[config.mk]
export PLATFORM = sky130hd
export DESIGN_NAME = sigmoid_series_eval
export DESIGN_NICKNAME = d
export VERILOG_FILES = /design/src/rtl/sigmoid_pkg.sv /design/src/rtl/q824_mul.sv /design/src/rtl/sigmoid_series_eval.sv
export SDC_FILE = /design/constraint.sdc
export NUM_CORES = 2
export LEC_CHECK = 0
export CAP_MARGIN = 15
export CORE_UTILIZATION = 40
export CTS_CLUSTER_DIAMETER = 100
export CTS_CLUSTER_SIZE = 8
export DETAILED_ROUTE_END_ITERATION = 16
export PLACE_DENSITY = 0.56
export SYNTH_ARGS = -nofsm -noshare
export SYNTH_HDL_FRONTEND = slang
export SYNTH_SLANG_ARGS = --single-unit
[constraint.sdc]
create_clock -name clk -period 13.7 [get_ports clk]
set_clock_uncertainty 0.15 [all_clocks]
set_input_delay 2.055 -clock clk [delete_from_list [all_inputs] [get_ports clk]]
set_output_delay 2.055 -clock clk [all_outputs]
set_load 0.1 [all_outputs]
[src/rtl/sigmoid_pkg.sv]
// Shared constants, FSM state type and segment-base helper for the sigmoid evaluator.
package sigmoid_pkg;

    localparam int unsigned DWIDTH = 32;
    localparam int unsigned FRAC   = 24;

    localparam logic [DWIDTH-1:0] ONE     = 32'h0100_0000;
    localparam logic [2:0]        SEG_SAT = 3'd6;

    typedef enum logic [2:0] {
        StIdle,
        StLookup,
        StMac1,
        StMac2,
        StFix,
        StDone
    } state_e;

    // Segments 4 and 5 share one expansion point at 4.0.
    function automatic logic [2:0] seg_base(input logic [2:0] seg);
        seg_base = (seg == 3'd4 || seg == 3'd5) ? 3'd4 : seg;
    endfunction

endpackage

[src/rtl/q824_mul.sv]
// Signed Q8.24 multiply: 32x32 -> 64-bit product, bits [55:24] kept.
// SIGMOID_ROUND_EN adds half an LSB before slicing (round half up); otherwise floor.
module q824_mul
    import sigmoid_pkg::*;
(
    input  logic signed [DWIDTH-1:0] a,
    input  logic signed [DWIDTH-1:0] b,
    output logic signed [DWIDTH-1:0] p
);

    localparam logic [2*DWIDTH-1:0] HALF = {{(2*DWIDTH-1){1'b0}}, 1'b1} << (FRAC - 1);

    logic signed [2*DWIDTH-1:0] prod;
    logic        [2*DWIDTH-1:0] prod_adj;
    logic                       unused_prod;

    always_comb begin
        prod = a * b;
`ifdef SIGMOID_ROUND_EN
        prod_adj = prod + HALF;
`else
        prod_adj = prod;
`endif
        p = prod_adj[FRAC+DWIDTH-1:FRAC];
    end

    assign unused_prod = ^{prod_adj[2*DWIDTH-1:FRAC+DWIDTH], prod_adj[FRAC-1:0], HALF[0]};

endmodule

[src/rtl/sigmoid_series_eval.sv]
// Sequential sigmoid: segment select, coefficient capture, two-step Horner MAC, clamp/mirror.
// Optional macro SIGMOID_ROUND_EN selects round-half-up in the shared multiplier.
module sigmoid_series_eval
    import sigmoid_pkg::*;
(
    input  logic              clk,
    input  logic              rst,
    input  logic              in_valid,
    output logic              in_ready,
    input  logic [DWIDTH-1:0] in_data,
    output logic [2:0]        seg,
    input  logic [DWIDTH-1:0] coef_t1,
    input  logic [DWIDTH-1:0] coef_t2,
    input  logic [DWIDTH-1:0] coef_t3,
    output logic              out_valid,
    input  logic              out_ready,
    output logic [DWIDTH-1:0] out_data
);

    localparam int unsigned IW = DWIDTH - FRAC + 1;

    state_e                    state_q, state_d;
    logic                      neg_q, neg_d;
    logic        [DWIDTH-1:0]  mag_q, mag_d;
    logic        [2:0]         seg_q, seg_d;
    logic        [DWIDTH-1:0]  t1_q, t1_d, t2_q, t2_d, t3_q, t3_d;
    logic        [DWIDTH-1:0]  d_q, d_d;
    logic signed [DWIDTH-1:0]  acc_q, acc_d;
    logic        [DWIDTH-1:0]  out_data_q, out_data_d;
    logic                      out_valid_q, out_valid_d;

    logic        [DWIDTH:0]    x_ext, abs_x;
    logic        [DWIDTH-1:0]  base_ext, r;
    logic signed [DWIDTH-1:0]  mul_b, mul_p;

    // 33-bit magnitude so that the most negative operand stays representable.
    assign x_ext    = {in_data[DWIDTH-1], in_data};
    assign abs_x    = in_data[DWIDTH-1] ? (~x_ext + 1'b1) : x_ext;
    assign base_ext = DWIDTH'(seg_base(seg_q)) << FRAC;
    assign mul_b    = (state_q == StMac1) ? t3_q : acc_q;

    q824_mul u_mul (
        .a (d_q),
        .b (mul_b),
        .p (mul_p)
    );

    always_comb begin
        if (seg_q >= SEG_SAT) begin
            r = ONE;
        end else if (acc_q < 0) begin
            r = '0;
        end else if (acc_q > $signed(ONE)) begin
            r = ONE;
        end else begin
            r = acc_q;
        end
    end

    always_comb begin
        state_d     = state_q;
        neg_d       = neg_q;
        mag_d       = mag_q;
        seg_d       = seg_q;
        t1_d        = t1_q;
        t2_d        = t2_q;
        t3_d        = t3_q;
        d_d         = d_q;
        acc_d       = acc_q;
        out_data_d  = out_data_q;
        out_valid_d = out_valid_q;
        case (state_q)
            StIdle: begin
                if (in_valid) begin
                    neg_d   = in_data[DWIDTH-1];
                    mag_d   = abs_x[DWIDTH-1:0];
                    seg_d   = (abs_x[DWIDTH:FRAC] >= IW'(SEG_SAT)) ? SEG_SAT
                                                                   : abs_x[FRAC+2:FRAC];
                    state_d = StLookup;
                end
            end
            StLookup: begin
                t1_d    = coef_t1;
                t2_d    = coef_t2;
                t3_d    = coef_t3;
                d_d     = mag_q - base_ext;
                state_d = StMac1;
            end
            StMac1: begin
                acc_d   = t2_q + mul_p;
                state_d = StMac2;
            end
            StMac2: begin
                acc_d   = t1_q + mul_p;
                state_d = StFix;
            end
            StFix: begin
                out_data_d  = neg_q ? (ONE - r) : r;
                out_valid_d = 1'b1;
                state_d     = StDone;
            end
            StDone: begin
                if (out_ready) begin
                    out_valid_d = 1'b0;
                    state_d     = StIdle;
                end
            end
            default: state_d = StIdle;
        endcase
    end

    always_ff @(posedge clk or posedge rst) begin
        if (rst) begin
            state_q     <= StIdle;
            neg_q       <= 1'b0;
            mag_q       <= '0;
            seg_q       <= '0;
            t1_q        <= '0;
            t2_q        <= '0;
            t3_q        <= '0;
            d_q         <= '0;
            acc_q       <= '0;
            out_data_q  <= '0;
            out_valid_q <= 1'b0;
        end else begin
            state_q     <= state_d;
            neg_q       <= neg_d;
            mag_q       <= mag_d;
            seg_q       <= seg_d;
            t1_q        <= t1_d;
            t2_q        <= t2_d;
            t3_q        <= t3_d;
            d_q         <= d_d;
            acc_q       <= acc_d;
            out_data_q  <= out_data_d;
            out_valid_q <= out_valid_d;
        end
    end

    assign in_ready  = (state_q == StIdle);
    assign seg       = seg_q;
    assign out_data  = out_data_q;
    assign out_valid = out_valid_q;

endmodule

## Word-level counts from Yosys, hierarchy flattened

Cells that the tools add are included.

- Memories: 0
- Bits in read-only memories: 0
- Input bits: 132
- RAM bits: 0
- Bits in latches: 0
- Bits in registers: 232
- Logic and storage cells: 52
- Output and inout port bits: 37

- Shift operators: 0
- Divide/modulo/power cells: 0
- Mux-type cells: 14
- Add/sub/neg operators: 5
- $mul: 1
- Reduce and logical (&&, ||, !) cells: 7
- Eq/ne operators: 9
- Order comparisons: 4
- Bitwise gates (word level): 1

Operator list:

| operator | number |
|---|---|
| 32-bit two-way mux | 5 |
| 32-bit adder | 2 |
| 32-bit case mux with 2 select lines | 1 |
| 32-bit by 32-bit multiplier with 56-bit output | 1 |
| 33-bit by 1-bit adder with 33-bit output, second input constant | 1 |
| 33-bit two-way mux | 1 |
| 33-bit NOT | 1 |
| 32-bit by 26-bit > comparator with 1-bit output, second input constant | 1 |
| 32-bit by 1-bit less-than comparator with 1-bit output, second input constant | 1 |
| 25-bit by 32-bit subtractor with 32-bit output, first input constant | 1 |
| 32-bit by 27-bit subtractor with 32-bit output | 1 |
| 3-bit case mux with 6 select lines | 1 |
| 3-bit == test, second input constant | 4 |
| 3-bit two-way mux | 4 |
| 9-bit by 3-bit >= comparator with 1-bit output, second input constant | 1 |
| 3-bit by 2-bit == test with 1-bit output, second input constant | 2 |
| 2-bit AND reduction | 3 |
| 2-bit inequality test, second input constant | 2 |
| 2-bit nonzero test | 2 |
| 3-bit by 1-bit == test with 1-bit output, second input constant | 1 |
| 3-bit >= comparator, second input constant | 1 |
| 3-bit logical NOT | 1 |
| 1-bit case mux with 2 select lines | 1 |
| 1-bit logical OR | 1 |
| 1-bit two-way mux | 1 |

## Logic depth before layout (Yosys ltp)

- Depth in word-level cells: 6
- Gate-level depth with buffers: 44
- Gate-level depth less buffers: 40

## By module

Synthesis repeated with hierarchy kept, for this count alone.

- Cell total of the unflattened synthesis: 4,913
- Area, all modules: 44,871.8 µm²

By module, submodules not included:

| module | seq. area each (µm²) | cells each | instances | area each (µm²) |
|---|---|---|---|---|
| q824_mul | 0.0 | 3,516 | 1 | 32,547.5 |
| sigmoid_series_eval | 5,805.6 | 1,397 | 1 | 12,324.3 |

## Least setup slack after synthesis

OpenSTA, ideal clock, no wires.

- Path type: register to register
- Start: register state_q[2]
- End: register acc_q[31]
- Period minus slack after synthesis: 11,101 ps
- Required time: 13,421 ps
- Path buffers: 4
- Cell stages (with the launch flop): 41
- Slack: 2,599 ps
- Setup time: 129 ps
- Arrival: 10,823 ps
- Cell sequence: dfrtp_1 clkbuf_1 nor3b_4 buf_2 buf_1 mux2_2 clkbuf_1 and2_1 fa_1 fa_1 inv_1 fa_1 inv_1 fa_1 fa_1 inv_1 fa_1 fa_1 [5 not listed] a21o_1 a22o_1 a311oi_1 o21ai_1 a21o_1 a21oi_1 xnor2_1 ha_1 and4_1 nand2_1 a2111oi_0 nor3_1 nor3_1 nor3_1 o31ai_1 xnor2_1 xnor2_1 o21ai_1

- Word-level cells in the longest chain between the ends: 5
- Elaborated cells on any way between the ends: 8
- Those cells by class: 2 x add/sub; 1 x mul; 2 x eq/ne; 2 x mux; 1 x reduce/logical

Ends and longest elaborated chain:

| element | line | RTL |
|---|---|---|
| start, declared | sigmoid_series_eval.sv:22 | `state_e state_q, state_d;` |
| start signal, assigned | sigmoid_series_eval.sv:114 | `state_q <= StIdle;` |
| start signal, assigned | sigmoid_series_eval.sv:126 | `state_q <= state_d;` |
| 3-bit by 2-bit == test with 1-bit output | sigmoid_series_eval.sv:40, sigmoid_series_eval.sv:72 |  |
| 32-bit two-way mux | sigmoid_series_eval.sv:40 | `assign mul_b = (state_q == StMac1) ? t3_q : acc_q;` |
| 32-bit by 32-bit multiplier with 56-bit output | q824_mul.sv:18 | `prod = a * b;` |
| 32-bit adder, on equally long branches | sigmoid_series_eval.sv:94, sigmoid_series_eval.sv:90 |  |
| 32-bit case mux with 2 select lines | sigmoid_series_eval.sv:72 | `case (state_q)` |
| end signal, assigned | sigmoid_series_eval.sv:122 | `acc_q <= '0;` |
| end signal, assigned | sigmoid_series_eval.sv:134 | `acc_q <= acc_d;` |
| end, declared | sigmoid_series_eval.sv:28 | `logic signed [DWIDTH-1:0] acc_q, acc_d;` |

Several ways; a longest one is shown, not always the timed one.
A chain may end at the register's enable or synchronous reset.

## Worst setup path in the final report

- Start: register state_q[1]
- End: register acc_q[31]

Same word-level chain as after synthesis.

==> results.md <==
- Simple-Gate Fraction of Synth Area: 14.9%
- FFs w/ async S/R, synth: 100%
- Setup crit start kind: flip-flop
- Post_cts resized: 0
- Core Rows: 122
- Sequential-to-total area share from yosys stat: 13.0%
- CP max stage cell: mux2_2
- Postcts setup bufs: 0
- # diodes: 0
- First-pass GRT wire length: 209000 um
- Total CTS buffers: 34
- Max Fclk: 0.0815 GHz
- Ys flop type: dfrtp_1
- Num Clock Sinks: 232
- Antenna Nets Post-Route: 0
- DRC: 0
- Ports: 169
- Fin crit share: 89.5%
- Worst rel slew slack: 29.0%
- Wire per inst: 21.7 um
- Die X: 337 um
- P&R area growth vs syn: 8.96%
- Vias after detailed routing: 31700
- Synth Instances: 4632
- Initial Utilization: 40.4%
- Setup Viol. Count Final: 0
- CTS root buf: clkbuf_16
- GPL Wtd Cong: 0.906
- Fin util: 44.1%
- Die Span Y: 337 um
- Commonest non-fill, non-tap cell in the layout: fa_1
- Compound-Gate Fraction of Synth Area: 5.22%
- CP Data Arrival Time: 12480 ps
- Critical Path End Type: flip-flop
- Total grt overflow: 0
- Syn avg cell area: 9.67 sq um
- Vias/cell: 5.16
- Setup tns final: 0 ps
- Fraction of layout cells with a size suffix above 1: 6.92%
- Core area: 0.111 sq mm
- Routed wire length: 133000 um
- Status: completed
- DP Wirelength: 104000 um
- H-tree depth: 2
- Post-Synth Adder-Cell Area: 49.8%
- Cell variety after synth: 72
- CTS tree: yes
- CP Class: flip-flop to flip-flop
- Max-cap violations: 0
- Largest net degree at the start of global routing: 116
- Most common cell on crit path: fa_1
- Initial antenna violation count: 5
- Final net count: 5976
- Mapped cell area: 0.0448 sq mm
- HP Class: flip-flop to flip-flop
- Commonest cells after routing, fill and taps aside: fa_1, inv_1, nand2_1
- Hold Buf Count CTS: 0
- Deepest clock path buffer count: 3
- Largest family of logic cells by synthesized area: adder cells
- Vias in the first global route: 34400
- Worst-Skew Late Latency: 500 ps
- Syn nets: 5957
- Fillers: 10800
- Clock transition at the registers of the reported paths: 50 ps
- Fin Hold WS: 321 ps
- Yosys reg bits: 232
- Synth warn: 0
- Final slew viol count: 0
- CP max FO: 34
- First-pass iteration count of the detailed router: 5
- Least-Margin Pin Slew: 1060 ps
- RSZ-0062 raised after global routing: false
- Final Hold Fails: 0
- EDFF count, synth: 0
- Post-synthesis xor/xnor area fraction: 2.62%
- IO Port Bufs: 168
- CP required: 13910 ps
- Global-route usage over all layers: 24.5%
- 1st-iter DRT viols: 2061
- Die area: 0.113 sq mm
- CP max stage delay: 940 ps
- Post-synthesis mux area share: 4.82%
- Tmin final: 12270 ps
[path summary, 6_finish.rpt]
path / depth (start not counted) / slack, ps / from / endpoint
setup / recovery: 37 / 1430 / state_q[1]$_DFFE_PP0P_ / acc_q[31]$_DFFE_PP0P_
hold / removal: 2 / 320 / mag_q[5]$_DFFE_PP0P_ / mag_q[5]$_DFFE_PP0P_
setup reg to reg: 37 / 1430 / state_q[1]$_DFFE_PP0P_ / acc_q[31]$_DFFE_PP0P_
hold reg to reg: 2 / 320 / mag_q[5]$_DFFE_PP0P_ / mag_q[5]$_DFFE_PP0P_
max in group asynchronous: 4 / 9270 / rst / t2_q[4]$_DFFE_PP0P_
min in group asynchronous: 2 / 1940 / rst / t2_q[23]$_DFFE_PP0P_
[metal layers]
layer | routed length, um | GRT usage (%) | vias up | share of wire (%)
met3 | 6330 | 2.06 | 157 | 4.8
met2 | 66600 | 42.3 | 820 | 50
met5 | 0 | 0 | - | 0
met4 | 3050 | 4.93 | 0 | 2.3
met1 | 57200 | 33.7 | 16800 | 43
li1 | - | - | 13900 | -
[synth_stat cells (4+ instances only)]
cell type	n	area, sq um
a211o_1	4	35.0
a211oi_1	6	45.0
a21o_1	36	270
a21oi_1	86	430
a221oi_1	4	35.0
a22o_1	5	43.8
a31oi_1	7	43.8
and2_1	450	2820
and3_1	4	25.0
buf_2	4	20.0
clkbuf_1	238	893
dfrtp_1	232	5810
fa_1	984	19700
ha_1	209	2620
inv_1	916	3440
mux2_2	182	2050
mux2i_1	6	60.1
nand2_1	662	2480
nand2b_1	9	56.3
nand3_1	16	80.1
nand4_1	16	100
nor2_1	72	270
nor2b_1	41	257
nor3_1	21	105
nor3b_1	5	37.5
nor4_1	4	25.0
o21a_1	10	75.1
o21ai_0	111	556
o21ai_1	5	25.0
o21bai_1	12	90.1
o22ai_1	6	37.5
o31ai_1	28	210
o41ai_1	10	87.6
or2_2	19	119
or3_1	9	56.3
or4_1	11	82.6
xnor2_1	69	604
xor2_1	65	569
[stage by stage]
step           setup slack, ps  cells  area (sq um)
6_report                  1430   6144         48800
2_1_floorplan             2600   4632         44800
3_5_place_dp              1580   6103         47900
5_1_grt                    775   6144         48800
4_1_cts                   1550   6144         48800
3_3_place_gp              1790   6103         47900
[final cells by class]
cell class	count	area [sq um]	area share, %
timing repair buffer	228	2130	4.37
clock buffer	40	895	1.83
clock inverter	1	8.76	0.0179
inverter	916	3450	7.06
sequential	232	5810	11.9
tap	1488	1860	3.81
multi-input combinational	3239	34700	71.0
[cells by family (layout without fill, tap and decap cells)]
logic type      Yosys count  count (layout)
buf+inv                1161            1185
simple gates           1352            1352
compound gates          368             368
fa+ha+maj              1193            1193
mux                     192             192
xor+xnor                134             134
flops                   232             232
[state kept, by name, indices dropped and copies added, names as in the netlist]
| signal | cells |
|---|---|
| acc_q | 32 |
| d_q | 32 |
| mag_q | 32 |
| out_data | 32 |
| t1_q | 32 |
| t2_q | 32 |
| t3_q | 32 |
| seg | 3 |
| state_q | 3 |
| neg_q | 1 |
| out_valid | 1 |
[critical path: cells and delay by family (launching register included)]
kind            cells  cell delay (ps)
compound gates     10             3100
xor+xnor            3              420
fa+ha+maj          10             4650
buf+inv             5              680
flops               1              510
mux                 1              940
simple gates        8             1640
Power is not shown: default switching activity piles up to over one toggle a cycle in this logic, so the estimate is an artifact.
